[config.mk]
export PLATFORM = sky130hd
export DESIGN_NAME = peripheral_mpram_axi4_initiator
export DESIGN_NICKNAME = d
export VERILOG_FILES = /design/src/rtl/peripheral_mpram_axi4_initiator.sv
export SDC_FILE = /design/constraint.sdc
export NUM_CORES = 1
export LEC_CHECK = 0
export CORE_AREA = 4 4 244 246
export DETAILED_ROUTE_END_ITERATION = 12
export DIE_AREA = 0 0 248 250
export PLACE_DENSITY_LB_ADDON = 0.05
export RECOVER_POWER = 50
export SYNTH_ARGS = -nofsm -noshare
export SYNTH_HDL_FRONTEND = slang
export SYNTH_SLANG_ARGS = --single-unit
[constraint.sdc]
create_clock -name clk_i -period 2.9 [get_ports clk_i]
set_input_delay 0.58 -clock clk_i [delete_from_list [all_inputs] [get_ports clk_i]]
set_output_delay 0.58 -clock clk_i [all_outputs]
set_load 0.02 [all_outputs]
[src/rtl/peripheral_mpram_axi4_initiator.sv]
// SRAM-style request port to single-beat AXI4 master bridge.
// One transaction in flight; completion reported by a one-cycle rvalid_o.
module peripheral_mpram_axi4_initiator #(
  parameter int unsigned AXI_ID_WIDTH   = 10,
  parameter int unsigned AXI_ADDR_WIDTH = 64,
  parameter int unsigned AXI_DATA_WIDTH = 64,
  parameter int unsigned AXI_STRB_WIDTH = 8,
  parameter int unsigned AXI_USER_WIDTH = 10,
  parameter logic [AXI_ID_WIDTH-1:0] AXI_TXN_ID = '0
) (
  input  logic                      clk_i,
  input  logic                      rst_i,
  input  logic                      req_i,
  input  logic                      we_i,
  input  logic [AXI_ADDR_WIDTH-1:0] addr_i,
  input  logic [AXI_STRB_WIDTH-1:0] be_i,
  input  logic [AXI_DATA_WIDTH-1:0] data_i,
  output logic                      gnt_o,
  output logic                      rvalid_o,
  output logic [AXI_DATA_WIDTH-1:0] rdata_o,
  output logic                      err_o,
  output logic [AXI_ID_WIDTH-1:0]   axi_aw_id,
  output logic [AXI_ADDR_WIDTH-1:0] axi_aw_addr,
  output logic [7:0]                axi_aw_len,
  output logic [2:0]                axi_aw_size,
  output logic [1:0]                axi_aw_burst,
  output logic                      axi_aw_lock,
  output logic [3:0]                axi_aw_cache,
  output logic [2:0]                axi_aw_prot,
  output logic [3:0]                axi_aw_qos,
  output logic [3:0]                axi_aw_region,
  output logic [AXI_USER_WIDTH-1:0] axi_aw_user,
  output logic                      axi_aw_valid,
  input  logic                      axi_aw_ready,
  output logic [AXI_DATA_WIDTH-1:0] axi_w_data,
  output logic [AXI_STRB_WIDTH-1:0] axi_w_strb,
  output logic                      axi_w_last,
  output logic [AXI_USER_WIDTH-1:0] axi_w_user,
  output logic                      axi_w_valid,
  input  logic                      axi_w_ready,
  input  logic [AXI_ID_WIDTH-1:0]   axi_b_id,
  input  logic [1:0]                axi_b_resp,
  input  logic [AXI_USER_WIDTH-1:0] axi_b_user,
  input  logic                      axi_b_valid,
  output logic                      axi_b_ready,
  output logic [AXI_ID_WIDTH-1:0]   axi_ar_id,
  output logic [AXI_ADDR_WIDTH-1:0] axi_ar_addr,
  output logic [7:0]                axi_ar_len,
  output logic [2:0]                axi_ar_size,
  output logic [1:0]                axi_ar_burst,
  output logic                      axi_ar_lock,
  output logic [3:0]                axi_ar_cache,
  output logic [2:0]                axi_ar_prot,
  output logic [3:0]                axi_ar_qos,
  output logic [3:0]                axi_ar_region,
  output logic [AXI_USER_WIDTH-1:0] axi_ar_user,
  output logic                      axi_ar_valid,
  input  logic                      axi_ar_ready,
  input  logic [AXI_ID_WIDTH-1:0]   axi_r_id,
  input  logic [AXI_DATA_WIDTH-1:0] axi_r_data,
  input  logic [1:0]                axi_r_resp,
  input  logic                      axi_r_last,
  input  logic [AXI_USER_WIDTH-1:0] axi_r_user,
  input  logic                      axi_r_valid,
  output logic                      axi_r_ready
);

  localparam logic [2:0] AX_SIZE = 3'($clog2(AXI_STRB_WIDTH));

  typedef enum logic [2:0] {
    IDLE,
    WR_REQ,
    WR_RESP,
    RD_REQ,
    RD_RESP
  } state_e;

  state_e state_q, state_d;
  logic   aw_done_q, aw_done_d;
  logic   w_done_q, w_done_d;

  logic [AXI_ADDR_WIDTH-1:0] addr_q;
  logic [AXI_STRB_WIDTH-1:0] be_q;
  logic [AXI_DATA_WIDTH-1:0] data_q;
  logic                      rvalid_q;
  logic                      err_q;
  logic [AXI_DATA_WIDTH-1:0] rdata_q;

  always_ff @(posedge clk_i) begin
    if (rst_i) begin
      state_q   <= IDLE;
      aw_done_q <= 1'b0;
      w_done_q  <= 1'b0;
    end else begin
      state_q   <= state_d;
      aw_done_q <= aw_done_d;
      w_done_q  <= w_done_d;
    end
  end

  always_comb begin
    state_d      = state_q;
    aw_done_d    = aw_done_q;
    w_done_d     = w_done_q;
    gnt_o        = 1'b0;
    axi_aw_valid = 1'b0;
    axi_w_valid  = 1'b0;
    axi_b_ready  = 1'b0;
    axi_ar_valid = 1'b0;
    axi_r_ready  = 1'b0;
    unique case (state_q)
      IDLE: begin
        gnt_o     = req_i;
        aw_done_d = 1'b0;
        w_done_d  = 1'b0;
        if (req_i) begin
          state_d = we_i ? WR_REQ : RD_REQ;
        end
      end
      WR_REQ: begin
        axi_aw_valid = ~aw_done_q;
        axi_w_valid  = ~w_done_q;
        if (axi_aw_valid && axi_aw_ready) begin
          aw_done_d = 1'b1;
        end
        if (axi_w_valid && axi_w_ready) begin
          w_done_d = 1'b1;
        end
        if (aw_done_d && w_done_d) begin
          state_d = WR_RESP;
        end
      end
      WR_RESP: begin
        axi_b_ready = 1'b1;
        if (axi_b_valid) begin
          state_d = IDLE;
        end
      end
      RD_REQ: begin
        axi_ar_valid = 1'b1;
        if (axi_ar_ready) begin
          state_d = RD_RESP;
        end
      end
      RD_RESP: begin
        axi_r_ready = 1'b1;
        if (axi_r_valid) begin
          state_d = IDLE;
        end
      end
      default: state_d = IDLE;
    endcase
    // Never grant while reset is held, even before the state register settles
    if (rst_i) begin
      gnt_o = 1'b0;
    end
  end

  always_ff @(posedge clk_i) begin
    if (rst_i) begin
      addr_q   <= '0;
      be_q     <= '0;
      data_q   <= '0;
      rvalid_q <= 1'b0;
      err_q    <= 1'b0;
      rdata_q  <= '0;
    end else begin
      rvalid_q <= 1'b0;
      if (state_q == IDLE && req_i) begin
        addr_q <= addr_i;
        be_q   <= be_i;
        data_q <= data_i;
      end
      if (state_q == WR_RESP && axi_b_valid) begin
        rvalid_q <= 1'b1;
        err_q    <= axi_b_resp[1];
      end
      if (state_q == RD_RESP && axi_r_valid) begin
        rvalid_q <= 1'b1;
        err_q    <= axi_r_resp[1];
        rdata_q  <= axi_r_data;
      end
    end
  end

  assign rvalid_o = rvalid_q;
  assign err_o    = err_q;
  assign rdata_o  = rdata_q;

  assign axi_aw_id     = AXI_TXN_ID;
  assign axi_aw_addr   = addr_q;
  assign axi_aw_len    = 8'd0;
  assign axi_aw_size   = AX_SIZE;
  assign axi_aw_burst  = 2'b01;
  assign axi_aw_lock   = 1'b0;
  assign axi_aw_cache  = 4'd0;
  assign axi_aw_prot   = 3'd0;
  assign axi_aw_qos    = 4'd0;
  assign axi_aw_region = 4'd0;
  assign axi_aw_user   = '0;

  assign axi_w_data = data_q;
  assign axi_w_strb = be_q;
  assign axi_w_last = 1'b1;
  assign axi_w_user = '0;

  assign axi_ar_id     = AXI_TXN_ID;
  assign axi_ar_addr   = addr_q;
  assign axi_ar_len    = 8'd0;
  assign axi_ar_size   = AX_SIZE;
  assign axi_ar_burst  = 2'b01;
  assign axi_ar_lock   = 1'b0;
  assign axi_ar_cache  = 4'd0;
  assign axi_ar_prot   = 3'd0;
  assign axi_ar_qos    = 4'd0;
  assign axi_ar_region = 4'd0;
  assign axi_ar_user   = '0;

  // IDs, last and user sidebands carry nothing we act on
  logic unused_inputs;
  assign unused_inputs = ^{axi_b_id, axi_b_resp[0], axi_b_user,
                           axi_r_id, axi_r_resp[0], axi_r_last,
                           axi_r_user};

endmodule

==> results.json, run 1 <==
{
  "crit_fanout": 8,
  "outcome": "finished clean",
  "placed_cell_area_sq_um": 13300,
  "min_path_type": "in -> reg",
  "p_sw_uw": 2640,
  "fp.dieH_um": 250,
  "yosysUniqueCellTypes": 27,
  "fin_util": 0.248,
  "htreeDepth": 1,
  "grtUsageTotal": 0.114,
  "setup_violations": 0,
  "hold_viol_final": 0,
  "coreArea_sq_um": 57400,
  "final_nets": 1737,
  "cts_inserted_buffers": 30,
  "period_needed_ns": 2.72,
  "comb_power_share": 0.229,
  "p_sw_frac": 0.305,
  "pin_count": 635,
  "clock.fmax_ghz": 0.368,
  "cts-root-buf": "clkbuf_16",
  "ir_drop_uv": 406,
  "wire_per_inst_um": 16.8,
  "port_buffers": 482,
  "grt_max_degree": 121,
  "antenna_left": 0,
  "worst_pin_slew_ns": 1.16,
  "setup_tns_ns": 0,
  "finalPower_uw": 8680,
  "antenna_found_initial": 12,
  "grt-ovfl-total": 0,
  "place.gp.congestion": 0.687,
  "fin_skew_ns": 0.00597,
  "synth_seq_cells": 207,
  "cts_tree": "done",
  "crit_type": "reg -> out",
  "drcViolationCount": 0,
  "syn2layout_area_growth_pct": 63.9,
  "cts_setup_buffers": 0,
  "layout-drive-gt1-share": 0.0399,
  "cpPeakStageDelay_ns": 0.64,
  "instances_no_fill": 2271,
  "final_max_slew_viol_count": 0,
  "fp.dieW_um": 248,
  "avgSynthCellArea_sq_um": 7.94,
  "clkTransAtPathRegs_ns": 0.06,
  "vias": 8024,
  "critPathSlowestCell": "clkdlybuf4s50_1",
  "crit_required_ns": 2.32,
  "fp.dieArea_sq_um": 62000,
  "cpLargestDelayFamily": "buffers and inverters",
  "p_clk_frac": 0.404,
  "power_density_nw_per_um2": 611,
  "rsz0062_at_grt": "false",
  "dp.cells": 2216,
  "grt_pass1_vias": 7768,
  "path_buf_inv": 2,
  "cts_buffer_depth": 3,
  "fin_area_sq_um": 14200,
  "drt-pass1-iter-count": 4,
  "maxSlewHeadroom": 0.213,
  "ys_seq_area_frac": 0.478,
  "intPower_uw": 6030,
  "clock_sinks": 207,
  "routed_wl_um": 38100,
  "max_cap_violations": 0,
  "fin_crit_sh": 0.937,
  "worstPathCellList": "buf_4, nor2b_1, and2_1, clkdlybuf4s50_1",
  "cp-end-kind": "output port",
  "worst-endpoint-arrival_ns": 2.14,
  "drtIter0Drc": 259,
  "clkLatencyLatePin_ns": 0.56,
  "power.leakage_uw": 0.00517,
  "grt_pass1_wl_um": 53900,
  "hpwl_um": 27200,
  "critPathLaunchType": "flip-flop",
  "initial_core_util": 0.151,
  "yosysWarnings": 0,
  "synth_area_sq_um": 8670,
  "seqPwrFrac": 0.367,
  "syn_inst": 1092,
  "std_cell_rows": 88,
  "avgViaCountPerCell": 3.53
}
[power by group through the flow]
| stage | Clock, uW | Combinational, uW | Sequential, uW |
|---|---|---|---|
| 6_report | 3500 | 1990 | 3190 |
| 5_1_grt | 3800 | 2150 | 3220 |
| 4_1_cts | 3710 | 2050 | 3200 |
| 3_5_place_dp | 0 | 2050 | 3250 |
| 3_3_place_gp | 0 | 2060 | 3250 |
| 2_1_floorplan | 0 | 1040 | 3440 |
[cells by family (layout without fill, tap and decap cells)]
kind of cell	after synthesis	in the layout	share of synthesized area
mux	4	4	0.00476
flops	207	207	0.478
other cells	2	112	0.000866
compound gates	209	209	0.122
simple gates	427	427	0.193
buf+inv	243	547	0.201
[timing repair]
| item | 4_1_cts | 5_1_grt |
|---|---|---|
| hold buffers | 0 | 0 |
| setup endpoints to repair | 2 | 0 |
| hold endpoints to repair | 0 | 0 |
| gates resized for setup | 2 | 0 |
[placed cells by master, fill, tap and decap left out]
master and n:
clkdlybuf4s50_1 447, nand2_1 402, dfxtp_1 206, a21oi_1 204
conb_1 109, dlygate4sd3_1 32, clkbuf_16 31, clkbuf_1 12
nor2_1 9, clkbuf_8 7, buf_12 6, buf_4 5
nor2b_1 4, clkinv_2 4, diode_2 3, mux2i_1 3
and2_1 2, nor3_1 2, or4b_4 1, nor4b_1 1
and4bb_1 1, nand4bb_1 1, and4bb_2 1, a211oi_1 1
a22oi_1 1, o22ai_1 1, a311oi_1 1, or2_2 1
a2111oi_0 1, mux2_2 1, nand3b_1 1, nand3_1 1
buf_6 1, dlygate4sd2_1 1, clkbuf_4 1, dfxtp_2 1
[stage by stage]
| step | worst slack, ns | hold slack [ns] |
|---|---|---|
| 2_1_floorplan | 0.713 | 0.496 |
| 3_3_place_gp | 0.409 | 0.441 |
| 3_5_place_dp | 0.400 | 0.446 |
| 4_1_cts | 0.0981 | 0.370 |
| 5_1_grt | 0.0354 | 0.425 |
| 6_report | 0.183 | 0.407 |
[sequential cells by signal, summed over array words and instances, names as in the netlist]
signal / count
rvalid_o: 1
axi_w_strb: 8
aw_done_q: 1
state_q: 3
err_o: 1
w_done_q: 1
axi_w_data: 64
rdata_o: 64
axi_ar_addr: 64
[synthesized netlist by cell type]
library cell / count / share of area
or2_2: 1 / 0.00072
buf_2: 18 / 0.010
a2111oi_0: 1 / 0.0010
buf_4: 175 / 0.15
nand4bb_1: 1 / 0.0013
mux2i_1: 3 / 0.0035
a22oi_1: 1 / 0.00087
nor2b_1: 4 / 0.0029
mux2_2: 1 / 0.0013
conb_1: 2 / 0.00087
clkbuf_1: 26 / 0.011
nor2_1: 9 / 0.0039
nor4b_2: 1 / 0.0017
nand3b_1: 1 / 0.00087
nor3_1: 2 / 0.0012
or4b_4: 1 / 0.0016
and2_1: 2 / 0.0014
nand3_1: 1 / 0.00058
o22ai_1: 1 / 0.00072
a311oi_1: 1 / 0.0010
a21oi_1: 204 / 0.12
buf_6: 20 / 0.026
and4bb_2: 2 / 0.0029
nand2_1: 402 / 0.17
buf_1: 4 / 0.0017
a211oi_1: 1 / 0.00087
dfxtp_1: 207 / 0.48
[metal layers]
layer,up-vias,GRT usage,part of all wire
met2,301,0.192,0.48
li1,3981,-,-
met1,3664,0.124,0.37
met5,-,0,0.0025
met4,16,0.0276,0.023
met3,62,0.0656,0.13
[layout make-up]
type	instances	area [sq um]
diodes	3	7.51
clock buffers	48	910
clock inverters	4	20.0
fillers	6314	43200
multi-input cells	749	3180
flip-flops and latches	207	4150
well taps	765	957
repair buffers	495	4990
[worst reg2reg max path: stages, from the launching register on]
cell and delay [ns]:
dfxtp_1 0.41, clkbuf_1 0.22, nor4b_1 0.97, buf_12 0.37, nand2_1 0.24, a21oi_1 0.13
[final timing paths]
path	from	endpoint	slack, ns	cells past startpoint
min	rst_i	state_q[1]	0.41	3
min reg2reg	rdata_o[11]	rdata_o[11]	0.45	2
max reg2reg	state_q[0]	axi_ar_addr[36]	0.48	5
max	state_q[2]	axi_ar_valid	0.18	4
(Power assumes the default switching activity.)
==> run 2, diff against run 1 <==
Settings changed: MAX_ROUTING_LAYER from default to met4.
Clock period 2.9 ns to 2.4 ns, I/O delays scaled along.
==> run 2 against run 1 <==
Total power grew 23%; critical path depth is the same; critical endpoint is now gnt_o; sequential share of layout area shrank 0.35 points; via count grew 0.22%; setup slack lost 0.069 ns; non-clock buffer count grew 8; sequential cell count is the same; die area is the same; global-route usage grew 0.30 points.
==> results.json, run 2 (synthesis results as in run 1) <==
{
  "power_density_nw_per_um2": 744,
  "antenna_left": 0,
  "cts_buffer_depth": 3,
  "hpwl_um": 27400,
  "multi_input_area_sq_um": 3200,
  "drcViolationCount": 0,
  "fin_crit_sh": 0.953,
  "worst_pin_slew_ns": 1.23,
  "antenna_found_initial": 10,
  "avgViaCountPerCell": 3.52,
  "clock.fmax_ghz": 0.437,
  "std_cell_rows": 88,
  "port_buffers": 482,
  "power.leakage_uw": 0.00526,
  "cts_tree": "done",
  "period_needed_ns": 2.29,
  "pin_count": 635,
  "p_clk_frac": 0.414,
  "setup_violations": 0,
  "dp.cells": 2224,
  "outcome": "finished clean",
  "coreArea_sq_um": 57400,
  "clkTransAtPathRegs_ns": 0.05,
  "worstPathCellList": "buf_4, or4b_4, nor2_4, buf_12",
  "grt-ovfl-total": 0,
  "fp.dieArea_sq_um": 62000,
  "pre_cts_ws_ns": 0.125,
  "grt_pass1_wl_um": 53500,
  "intPower_uw": 7500,
  "p_sw_uw": 3200,
  "cp-end-kind": "output port",
  "cts_inserted_buffers": 30,
  "critPathLaunchType": "flip-flop",
  "rsz0062_at_grt": "false",
  "instances_no_fill": 2286,
  "final_nets": 1745,
  "seqPwrFrac": 0.359,
  "htreeDepth": 1,
  "fp.dieW_um": 248,
  "drtIter0Drc": 235,
  "layout-drive-gt1-share": 0.0477,
  "cts_hold_buffers": 0,
  "setup_ws_ns": 0.114,
  "fin_skew_ns": 0.0202,
  "crit_type": "reg -> out",
  "crit_required_ns": 1.92,
  "register_area_sq_um": 4140,
  "cpLargestDelayFamily": "simple AND/OR/NAND/NOR gates",
  "wire_per_inst_um": 16.7,
  "final_max_slew_viol_count": 0,
  "hold_viol_final": 0,
  "cts-root-buf": "clkbuf_16",
  "grt_max_degree": 137,
  "num-fill-cells": 6303,
  "clock_sinks": 207,
  "critPathSlowestCell": "or4b_4",
  "routed_wl_um": 38200,
  "final_cell_mix": "443 x clkdlybuf4s50_1, 402 x nand2_1, 207 x dfxtp_1",
  "crit_fanout": 9,
  "clkLatencyLatePin_ns": 0.57,
  "drt-pass1-iter-count": 5,
  "grtUsageTotal": 0.117,
  "ir_drop_uv": 512,
  "initial_core_util": 0.151,
  "syn2layout_area_growth_pct": 65.8,
  "vias": 8042,
  "fp.dieH_um": 250,
  "path_buf_inv": 2,
  "min_path_type": "in -> reg",
  "p_sw_frac": 0.299,
  "grt_pass1_vias": 7696,
  "max_cap_violations": 0,
  "worst-endpoint-arrival_ns": 1.81,
  "setup_tns_ns": 0,
  "comb_power_share": 0.227,
  "maxSlewHeadroom": 0.183,
  "place.gp.congestion": 0.698,
  "layout_commonest_cell": "clkdlybuf4s50_1",
  "cpPeakStageDelay_ns": 0.55
}
-- run 2: area by class of cell --
type	count	share of cell area
repair buffers	503	0.352
flip-flops and latches	207	0.288
multi-input cells	749	0.223
well taps	765	0.0666
clock buffers	50	0.0659
clock inverters	2	0.00244
diodes	10	0.00174
-- run 2: path summary, 6_finish.rpt --
path | from | to | slack (ns) | cells past startpoint
setup / recovery | state_q[1] | gnt_o | 0.11 | 4
setup reg to reg | state_q[0] | axi_w_data[9] | 0.29 | 4
hold / removal | rst_i | axi_w_data[62] | 0.28 | 2
hold reg to reg | rdata_o[40] | rdata_o[40] | 0.45 | 2
-- run 2: metal layers --
| metal | track usage | vias to the layer above | routed length (um) |
|---|---|---|---|
| met5 | - | - | 0 |
| met4 | 0.0248 | 0 | 758 |
| met3 | 0.0554 | 44 | 4090 |
| met2 | 0.192 | 313 | 18200 |
| met1 | 0.131 | 3662 | 15200 |
| li1 | - | 4023 | - |
-- run 2: stage by stage --
stage | hold WS, ns | util | instance area (sq um) | power, uW
5_1_grt | 0.257 | 0.251 | 14400 | 11300
6_report | 0.280 | 0.251 | 14400 | 10700
3_5_place_dp | 0.446 | 0.234 | 13400 | 6440
3_3_place_gp | 0.442 | 0.234 | 13400 | 6430
4_1_cts | 0.234 | 0.251 | 14400 | 11000
2_1_floorplan | 0.496 | - | 9070 | 5420
-- run 2: power groups by stage --
stage / combinational (uW) / sequential, uW / clock (uW)
finish: 2420 / 3840 / 4430
detailed placement: 2510 / 3930 / 0
CTS: 2510 / 3850 / 4670
global route: 2630 / 3880 / 4790
global placement: 2520 / 3920 / 0
floorplan: 1260 / 4160 / 0
-- run 2: repair_timing --
item / in CTS / in global routing
setup endpoints to repair: 6 / 1
endpoints found under the hold margin: 0 / 0
setup buffers: 0 / 0
resized for setup: 7 / 1
